==> config.mk <==
export PLATFORM = sky130hd
export DESIGN_NAME = seq_sub32
export DESIGN_NICKNAME = d
export VERILOG_FILES = /design/src/rtl/alu_pkg.sv /design/src/rtl/sub_chunk.sv /design/src/rtl/seq_sub32.sv
export SDC_FILE = /design/constraint.sdc
export NUM_CORES = 1
export LEC_CHECK = 0
export ABC_AREA = 1
export BUFFER_PORTS_ARGS = -buffer_cell sky130_fd_sc_hd__buf_4
export CAP_MARGIN = 20
export CORE_MARGIN = 2
export CORE_UTILIZATION = 25
export DETAILED_ROUTE_END_ITERATION = 10
export PLACE_DENSITY = 0.43
export SLEW_MARGIN = 20
export SYNTH_ARGS = -nofsm -noshare
export SYNTH_HDL_FRONTEND = slang
export SYNTH_SLANG_ARGS = --single-unit
export TNS_END_PERCENT = 10
==> constraint.sdc <==
create_clock -name clk -period 4.15 [get_ports clk]
set_clock_uncertainty 0.15 [all_clocks]
set_input_delay 0.83 -clock clk [delete_from_list [all_inputs] [get_ports clk]]
set_output_delay 0.83 -clock clk [all_outputs]
set_load 0.005 [all_outputs]
==> src/rtl/alu_pkg.sv <==
// rtl/alu_pkg.sv - shared ALU types and widths
package alu_pkg;

  typedef enum logic [1:0] {
    SUB_IDLE,
    SUB_BUSY,
    SUB_DONE
  } sub_state_t;

  localparam int DATA_W = 32;

endpackage

==> src/rtl/sub_chunk.sv <==
// rtl/sub_chunk.sv - W-bit combinational subtractor with borrow in/out
module sub_chunk #(
  parameter int W = 8
) (
  input  logic [W-1:0] a_c,
  input  logic [W-1:0] b_c,
  input  logic         bi,
  output logic [W-1:0] d,
  output logic         bo
);

  logic [W:0] full;

  // Zero-extended W+1 bit subtraction; the top bit is the borrow out.
  always_comb begin
    full = {1'b0, a_c} - {1'b0, b_c} - {{W{1'b0}}, bi};
  end

  assign d  = full[W-1:0];
  assign bo = full[W];

endmodule

==> src/rtl/seq_sub32.sv <==
// rtl/seq_sub32.sv - chunk-serial subtractor with valid/ready handshakes
module seq_sub32
  import alu_pkg::*;
#(
  parameter int WIDTH = DATA_W,
  parameter int CHUNK = 8
) (
  input  logic             clk,
  input  logic             rst_n,
  input  logic             in_valid,
  output logic             in_ready,
  input  logic [WIDTH-1:0] a,
  input  logic [WIDTH-1:0] b,
  input  logic             borrow_in,
  output logic             out_valid,
  input  logic             out_ready,
  output logic [WIDTH-1:0] diff,
  output logic             borrow_out,
  output logic             overflow
);

  localparam int NCHUNK = WIDTH / CHUNK;
  localparam int CNT_W  = (NCHUNK > 1) ? $clog2(NCHUNK) : 1;
  localparam logic [CNT_W-1:0] LAST = CNT_W'(NCHUNK - 1);

  generate
    if (WIDTH % CHUNK != 0) begin : g_bad_chunk
      $error("seq_sub32: WIDTH must be a multiple of CHUNK");
    end
  endgenerate

  sub_state_t       state_q, state_d;
  logic [WIDTH-1:0] a_q, a_d;
  logic [WIDTH-1:0] b_q, b_d;
  logic [WIDTH-1:0] diff_q, diff_d;
  logic [CNT_W-1:0] cnt_q, cnt_d;
  logic             borrow_q, borrow_d;
  logic             bo_q, bo_d;
  logic             ov_q, ov_d;

  logic [CHUNK-1:0] c_a, c_b, c_d;
  logic             c_bo;
  logic             last;

  // Operands are shifted right each BUSY cycle, so the active chunk is always the low slice.
  assign c_a  = a_q[CHUNK-1:0];
  assign c_b  = b_q[CHUNK-1:0];
  assign last = (cnt_q == LAST);

  sub_chunk #(.W(CHUNK)) u_chunk (
    .a_c (c_a),
    .b_c (c_b),
    .bi  (borrow_q),
    .d   (c_d),
    .bo  (c_bo)
  );

  // State and datapath registers with synchronous active-low reset.
  always_ff @(posedge clk) begin
    if (!rst_n) begin
      state_q  <= SUB_IDLE;
      a_q      <= '0;
      b_q      <= '0;
      diff_q   <= '0;
      cnt_q    <= '0;
      borrow_q <= 1'b0;
      bo_q     <= 1'b0;
      ov_q     <= 1'b0;
    end else begin
      state_q  <= state_d;
      a_q      <= a_d;
      b_q      <= b_d;
      diff_q   <= diff_d;
      cnt_q    <= cnt_d;
      borrow_q <= borrow_d;
      bo_q     <= bo_d;
      ov_q     <= ov_d;
    end
  end

  // Next-state: accept in IDLE, run NCHUNK BUSY cycles, hold DONE until consumed.
  always_comb begin
    state_d = state_q;
    case (state_q)
      SUB_IDLE: if (in_valid)  state_d = SUB_BUSY;
      SUB_BUSY: if (last)      state_d = SUB_DONE;
      SUB_DONE: if (out_ready) state_d = SUB_IDLE;
      default:                 state_d = SUB_IDLE;
    endcase
  end

  // Datapath: capture operands, then fold one chunk per cycle into the top of diff.
  always_comb begin
    a_d      = a_q;
    b_d      = b_q;
    diff_d   = diff_q;
    cnt_d    = cnt_q;
    borrow_d = borrow_q;
    bo_d     = bo_q;
    ov_d     = ov_q;
    case (state_q)
      SUB_IDLE: begin
        if (in_valid) begin
          a_d      = a;
          b_d      = b;
          borrow_d = borrow_in;
          cnt_d    = '0;
        end
      end
      SUB_BUSY: begin
        a_d      = a_q >> CHUNK;
        b_d      = b_q >> CHUNK;
        borrow_d = c_bo;
        diff_d   = (diff_q >> CHUNK) | (WIDTH'(c_d) << (WIDTH - CHUNK));
        cnt_d    = last ? '0 : cnt_q + 1'b1;
        if (last) begin
          bo_d = c_bo;
          ov_d = (c_a[CHUNK-1] != c_b[CHUNK-1]) && (c_d[CHUNK-1] != c_a[CHUNK-1]);
        end
      end
      default: ;
    endcase
  end

  // Handshake outputs decode directly from the state.
  always_comb begin
    in_ready  = (state_q == SUB_IDLE);
    out_valid = (state_q == SUB_DONE);
  end

  assign diff       = diff_q;
  assign borrow_out = bo_q;
  assign overflow   = ov_q;

endmodule
# Yosys cells after proc, flatten, opt, wreduce, memory -nomap -nowiden
# Index checks and enable logic that the tools add are counted.
totals:
  register_bits: 103
  out_inout_bits: 36
op_classes:
  addsub: 3
  eq_ne: 8
  n_mux: 13
  n_bitwise: 1
  n_reduce_logical: 6
op_table:
  columns: ["op", "count"]
  rows:
  - ["one-hot mux 32 bit (2 select lines)", 2]
  - ["2-to-1 mux 32 bit", 2]
  - ["OR 24 x 32 -> 32 bit", 1]
  - ["2-to-1 mux 2 bit", 5]
  - ["subtractor 8 x 8 -> 9 bit", 1]
  - ["subtractor 9 x 1 -> 9 bit", 1]
  - ["one-hot mux 2 bit (3 select lines)", 1]
  - ["equality test 2 bit (second input constant)", 2]
  - ["!= test 2 bit (second input constant)", 2]
  - ["one-hot mux 2 bit (2 select lines)", 1]
  - ["AND reduction 2 bit", 2]
  - ["AND reduction 3 bit", 1]
  - ["adder 2 x 1 -> 2 bit (second input constant)", 1]
  - ["equality test 2 x 1 -> 1 bit (second input constant)", 1]
  - ["logical NOT 2 bit", 1]
  - ["!= test 1 bit", 2]
  - ["!= test 2 x 1 -> 1 bit (second input constant)", 1]
  - ["one-hot mux 1 bit (2 select lines)", 1]
  - ["nonzero test 2 bit", 1]
  - ["logical AND 1 bit", 1]
  - ["2-to-1 mux 1 bit", 1]

# Logic depth before layout (Yosys ltp)
depth:
  ltp_word: 4
  ltp_mapped: 15
  mapped_depth_nobuf: 15

# Cells and area by module
# Synthesis repeated with hierarchy kept, for this count alone.
unflattened:
  cells_unflattened: 834
  area_unflattened_um2: 5247.5
modules_own_cells:
  columns: ["mod", "n_inst", "cells_each", "area_per_inst_um2", "seq_area_each_um2"]
  rows:
  - ["seq_sub32", 1, 734, 4667.0, 2062.0]
  - ["sub_chunk", 1, 100, 580.6, 0.0]

# Worst setup path after synthesis
# No wires, ideal clock.
synth_timing:
  path_type: "flip-flop to flip-flop"
  start: "register b_q[0]"
  end: "register diff_q[30], in the netlist diff[30]"
  setup_time_ns: 0.115
  arrival_ns: 2.223
  required_time_ns: 3.885
  slack_ns: 1.661
  path_stages_with_launch: 14
  path_buffers: 0
  period_less_slack_ns: 2.489
  cell_sequence: "dfxtp_1 -> inv_1 -> fa_1 -> inv_1 -> ha_1 -> nor2_1 -> inv_1 -> fa_1 -> nor2_1 -> o21bai_1 -> a21oi_1 -> nor2_1 -> o21ai_0 -> inv_1"
synth_via:
  elab_chain_len: 3
synth_rtl:
  columns: ["element", "line", "text"]
  rows:
  - ["start: declaration", "seq_sub32.sv:34", "logic [WIDTH-1:0] b_q, b_d;"]
  - ["start signal: assignment", "seq_sub32.sv:63", "b_q <= '0;"]
  - ["start signal: assignment", "seq_sub32.sv:72", "b_q <= b_d;"]
  - ["subtractor 8 x 8 -> 9 bit", "sub_chunk.sv:16", "full = {1'b0, a_c} - {1'b0, b_c} - {{W{1'b0}}, bi};"]
  - ["subtractor 9 x 1 -> 9 bit", "sub_chunk.sv:16", null]
  - ["OR 24 x 32 -> 32 bit", "seq_sub32.sv:114", "diff_d = (diff_q >> CHUNK) | (WIDTH'(c_d) << (WIDTH - CHUNK));"]
  - ["end signal: assignment", "seq_sub32.sv:73", "diff_q <= diff_d;"]
  - ["end: declaration", "seq_sub32.sv:35", "logic [WIDTH-1:0] diff_q, diff_d;"]
# Every way passes these cells.
# A chain may end at the register's enable or synchronous reset.

# Worst setup path after layout
layout_timing:
  start: "register b_q[0]"
  end: "register borrow_q"
layout_via:
  elab_chain_len: 3
layout_rtl:
  columns: ["element", "line", "text"]
  rows:
  - ["subtractor 8 x 8 -> 9 bit", "sub_chunk.sv:16", null]
  - ["subtractor 9 x 1 -> 9 bit", "sub_chunk.sv:16", null]
  - ["one-hot mux 1 bit (2 select lines)", "seq_sub32.sv:101", "case (state_q)"]
  - ["end signal: assignment", "seq_sub32.sv:75", "borrow_q <= borrow_d;"]
  - ["end: declaration", "seq_sub32.sv:37", "logic borrow_q, borrow_d;"]
# Every way passes these cells.

==> metrics.log <==
[metrics] synthesized area divided by synthesized cell count: 7.06 um^2
[metrics] area growth from synthesis to layout: 26.0%
[metrics] category of the worst setup path launch point: register
[metrics] clock buffers created by TritonCTS: 9
[metrics] number of nets in the final layout: 824
[metrics] maxcap violations: 0
[metrics] number of levels the H-tree was split into: 3
[metrics] weighted congestion reported at the end of routability-driven placement: 0.787
[metrics] post-synthesis register bit count: 103
[metrics] setup repair after global routing missed its margin: no
[metrics] library cell appearing most often on the critical path: nand2_1
[metrics] worst stage delay on the critical path: 0.52 ns
[metrics] total via count after detailed routing: 4262
[metrics] via count of the first global-routing pass: 4075
[metrics] final critical-path share of the clock period: 0.657
[metrics] floorplan die area: 19700 um^2
[metrics] number of rows in the core area: 49
[metrics] maximum number of pins on one net before global-route repair: 86
[metrics] register cell area after layout: 2060 um^2
[metrics] first-pass iteration count of the detailed router: 4
[metrics] initial antenna violation count: 0
[metrics] number of nets with antenna violations after routing: 0
[metrics] die width: 140 um
[metrics] crit path cell chain: inv_1 > fa_1 > inv_1 > ha_1 > nor2_1 > inv_1 > fa_1 > nor2_1 > o21bai_1 > nand2_1 > nand2_1 > nand2_1 > nand3_1 > nand2_1 > a21oi_1
[metrics] Slew Viols, Final: 0
[metrics] post-detailed-routing wire length: 12.2 mm
[metrics] Netlist Area Pre-Place: 4650 um^2
[metrics] Worst EP arrival: 2.77 ns
[metrics] maximum fanout along the worst path: 3
[metrics] number of standard cells in the layout, taps in and fillers out: 972
[metrics] Worst VDD drop: 0.202 mV
[metrics] GRT Residual Overflow: 0
[metrics] Data required, critical path: 4.19 ns
[metrics] WL per Instance: 12.6 um
[metrics] Leakage Power: 0.00261 uW
[metrics] number of diodes: 0
[metrics] Period minus WS final: 2.73 ns
[metrics] Fillers: 2002
[metrics] core occupancy in the finished layout: 0.324
[metrics] post-cts gate resize count: 0
[metrics] Clock Pin Slew Worst Setup and Hold Paths: 0.07 ns
[metrics] fraction of final layout cells with drive strength greater than 1: 0.176
[metrics] Die Height: 140 um
[metrics] global-route wire length before repair: 20.1 mm
[metrics] classification of the worst setup path: register to register
[metrics] sinks on the clock net: 103
[metrics] Ys Warns: 0
[metrics] run status: completed
[metrics] placeable core region: 18100 um^2
[metrics] area of combinational cells with multiple inputs: 2210 um^2
[metrics] Slowest-stage cell, CP: fa_1
[metrics] sum of net half-perimeters after detailed placement: 8.43 mm
[metrics] total power draw: 2620 uW
[metrics] FMAX: 366 MHz
[metrics] Initial Utilization: 0.257
[metrics] fraction of the yosys area taken by sequential cells: 0.443
[metrics] DP Cell Count: 956
[metrics] kind of end point of the critical path: register
[metrics] first-iteration detailed-routing DRC count: 189
[metrics] cell at the root of the clock tree: clkbuf_16
[metrics] total setup violations reported at the end of the flow: 0
[metrics] CTS tree: yes
[metrics] final critical-path setup slack: 1.42 ns
[metrics] distinct cell type count after synthesis: 23
[metrics] Clock Path Buffers: 2
[metrics] post-CTS setup-driven buffer insertion count: 0
[metrics] average vias per placed instance: 4.38
[metrics] input/output buffers: 104
[metrics] Hold Vio Cnt, Final: 0
[metrics] number of placed I/O pins: 105
[metrics] Setup WS pre-CTS: 1.14 ns
[metrics] actual slew at the worst max-slew pin: 1.03 ns
[metrics] Tightest Hold Check Type: register to register
[metrics] clock latency at the later pin of the worst-skew pair: 0.35 ns
[metrics] total nets after synthesis: 745
[metrics] worst slew margin relative to its limit: 0.315
[metrics] total negative slack for setup checks: 0 ns
[metrics] areal power density over the cells: 447 nW/um^2
[metrics] CTS hold repair buffers: 0
[metrics] gr usage total: 0.124
[metrics] detailed-route DRC error count: 0
[metrics] cells after synthesis: 659
-- layout by cell type, fill, tap and decap left out --
master        n
nor2_8        2
o21bai_1      2
inv_2         4
nand2_1     112
clkinv_4      1
xnor2_1       1
buf_4       108
nand3_1       9
o21ai_1      30
a21oi_1      78
clkinv_2      2
xor2_1        2
nor2_4        1
clkinvlp_4    1
dfxtp_1     103
ha_1         15
o211ai_1      2
nor2_1      165
a21o_1        1
clkbuf_16     9
o21ai_0      48
a31oi_1       1
fa_1          2
inv_6         1
inv_1        41
bufinv_16     2
-- layer usage --
metal,global-route usage,share of wire,up-vias
met5,0,0,-
met4,0.0351,0.011,0
met3,0.0274,0.043,10
met2,0.207,0.46,90
met1,0.162,0.49,1895
li1,-,-,2267
-- where the power goes --
part / switching (uW) / internal [uW]
Combinational: 333 / 241
Clock: 382 / 530
Sequential: 55.8 / 1080
-- worst paths after layout --
| path | end | slack [ns] | cells past startpoint | startpoint |
|---|---|---|---|---|
| setup / recovery | borrow_q$_SDFFE_PN0P_ | 1.42 | 15 | b_q[0]$_SDFFE_PN0P_ |
| hold / removal | a_q[26]$_SDFFE_PN0P_ | 0.31 | 2 | a_q[26]$_SDFFE_PN0P_ |
| hold reg to reg | a_q[26]$_SDFFE_PN0P_ | 0.31 | 2 | a_q[26]$_SDFFE_PN0P_ |
| setup reg to reg | borrow_q$_SDFFE_PN0P_ | 1.42 | 15 | b_q[0]$_SDFFE_PN0P_ |
-- synthesized netlist by cell type, drive strengths merged --
cell type	count	share of area
fa	2	0.0086
nand2	112	0.090
xnor2	1	0.0019
xor2	2	0.0038
a21o	1	0.0016
a31oi	1	0.0013
o21ai	78	0.084
o21bai	2	0.0032
dfxtp	103	0.44
nor2	168	0.14
o211ai	2	0.0032
clkbuf	15	0.012
a21oi	78	0.084
nand3	9	0.0097
ha	15	0.040
inv	45	0.036
buf	25	0.033
-- logic make-up after synthesis --
logic type      count (synthesis)  share of synthesized area
flops                         103                      0.443
simple gates                  289                      0.244
buf+inv                        85                     0.0812
compound gates                162                      0.177
xor+xnor                        3                    0.00565
fa+ha+maj                      17                     0.0489
-- registers in the layout (all words and copies together), names as in the netlist --
signal and flops:
a_q 32, b_q 32, diff 32, cnt_q 2, state_q 2, borrow_out 1
borrow_q 1, overflow 1
-- final cells by class --
cell class                 instances  area share
clock buffer                       9      0.0384
clock inverter                     7      0.0162
inverter                          45      0.0288
multi-input combinational        471       0.378
sequential                       103       0.352
tap                              229      0.0489
timing repair buffer             108       0.138
-- per-stage QoR --
| step | area [um^2] | hold WS [ns] |
|---|---|---|
| final | 5860 | 0.310 |
| after global routing | 5860 | 0.327 |
| after CTS | 5860 | 0.315 |
| after detailed placement | 5540 | 0.303 |
| after global placement | 5540 | 0.299 |
| after floorplan | 4650 | 0.289 |
-- worst max-delay path, delay by kind of cell (launching register included) --
family | cells | cell delay, ns
flops | 1 | 0.34
fa+ha+maj | 3 | 1.07
buf+inv | 3 | 0.17
compound gates | 2 | 0.18
simple gates | 7 | 0.70
Note: power is estimated with default switching activity, not from simulation.
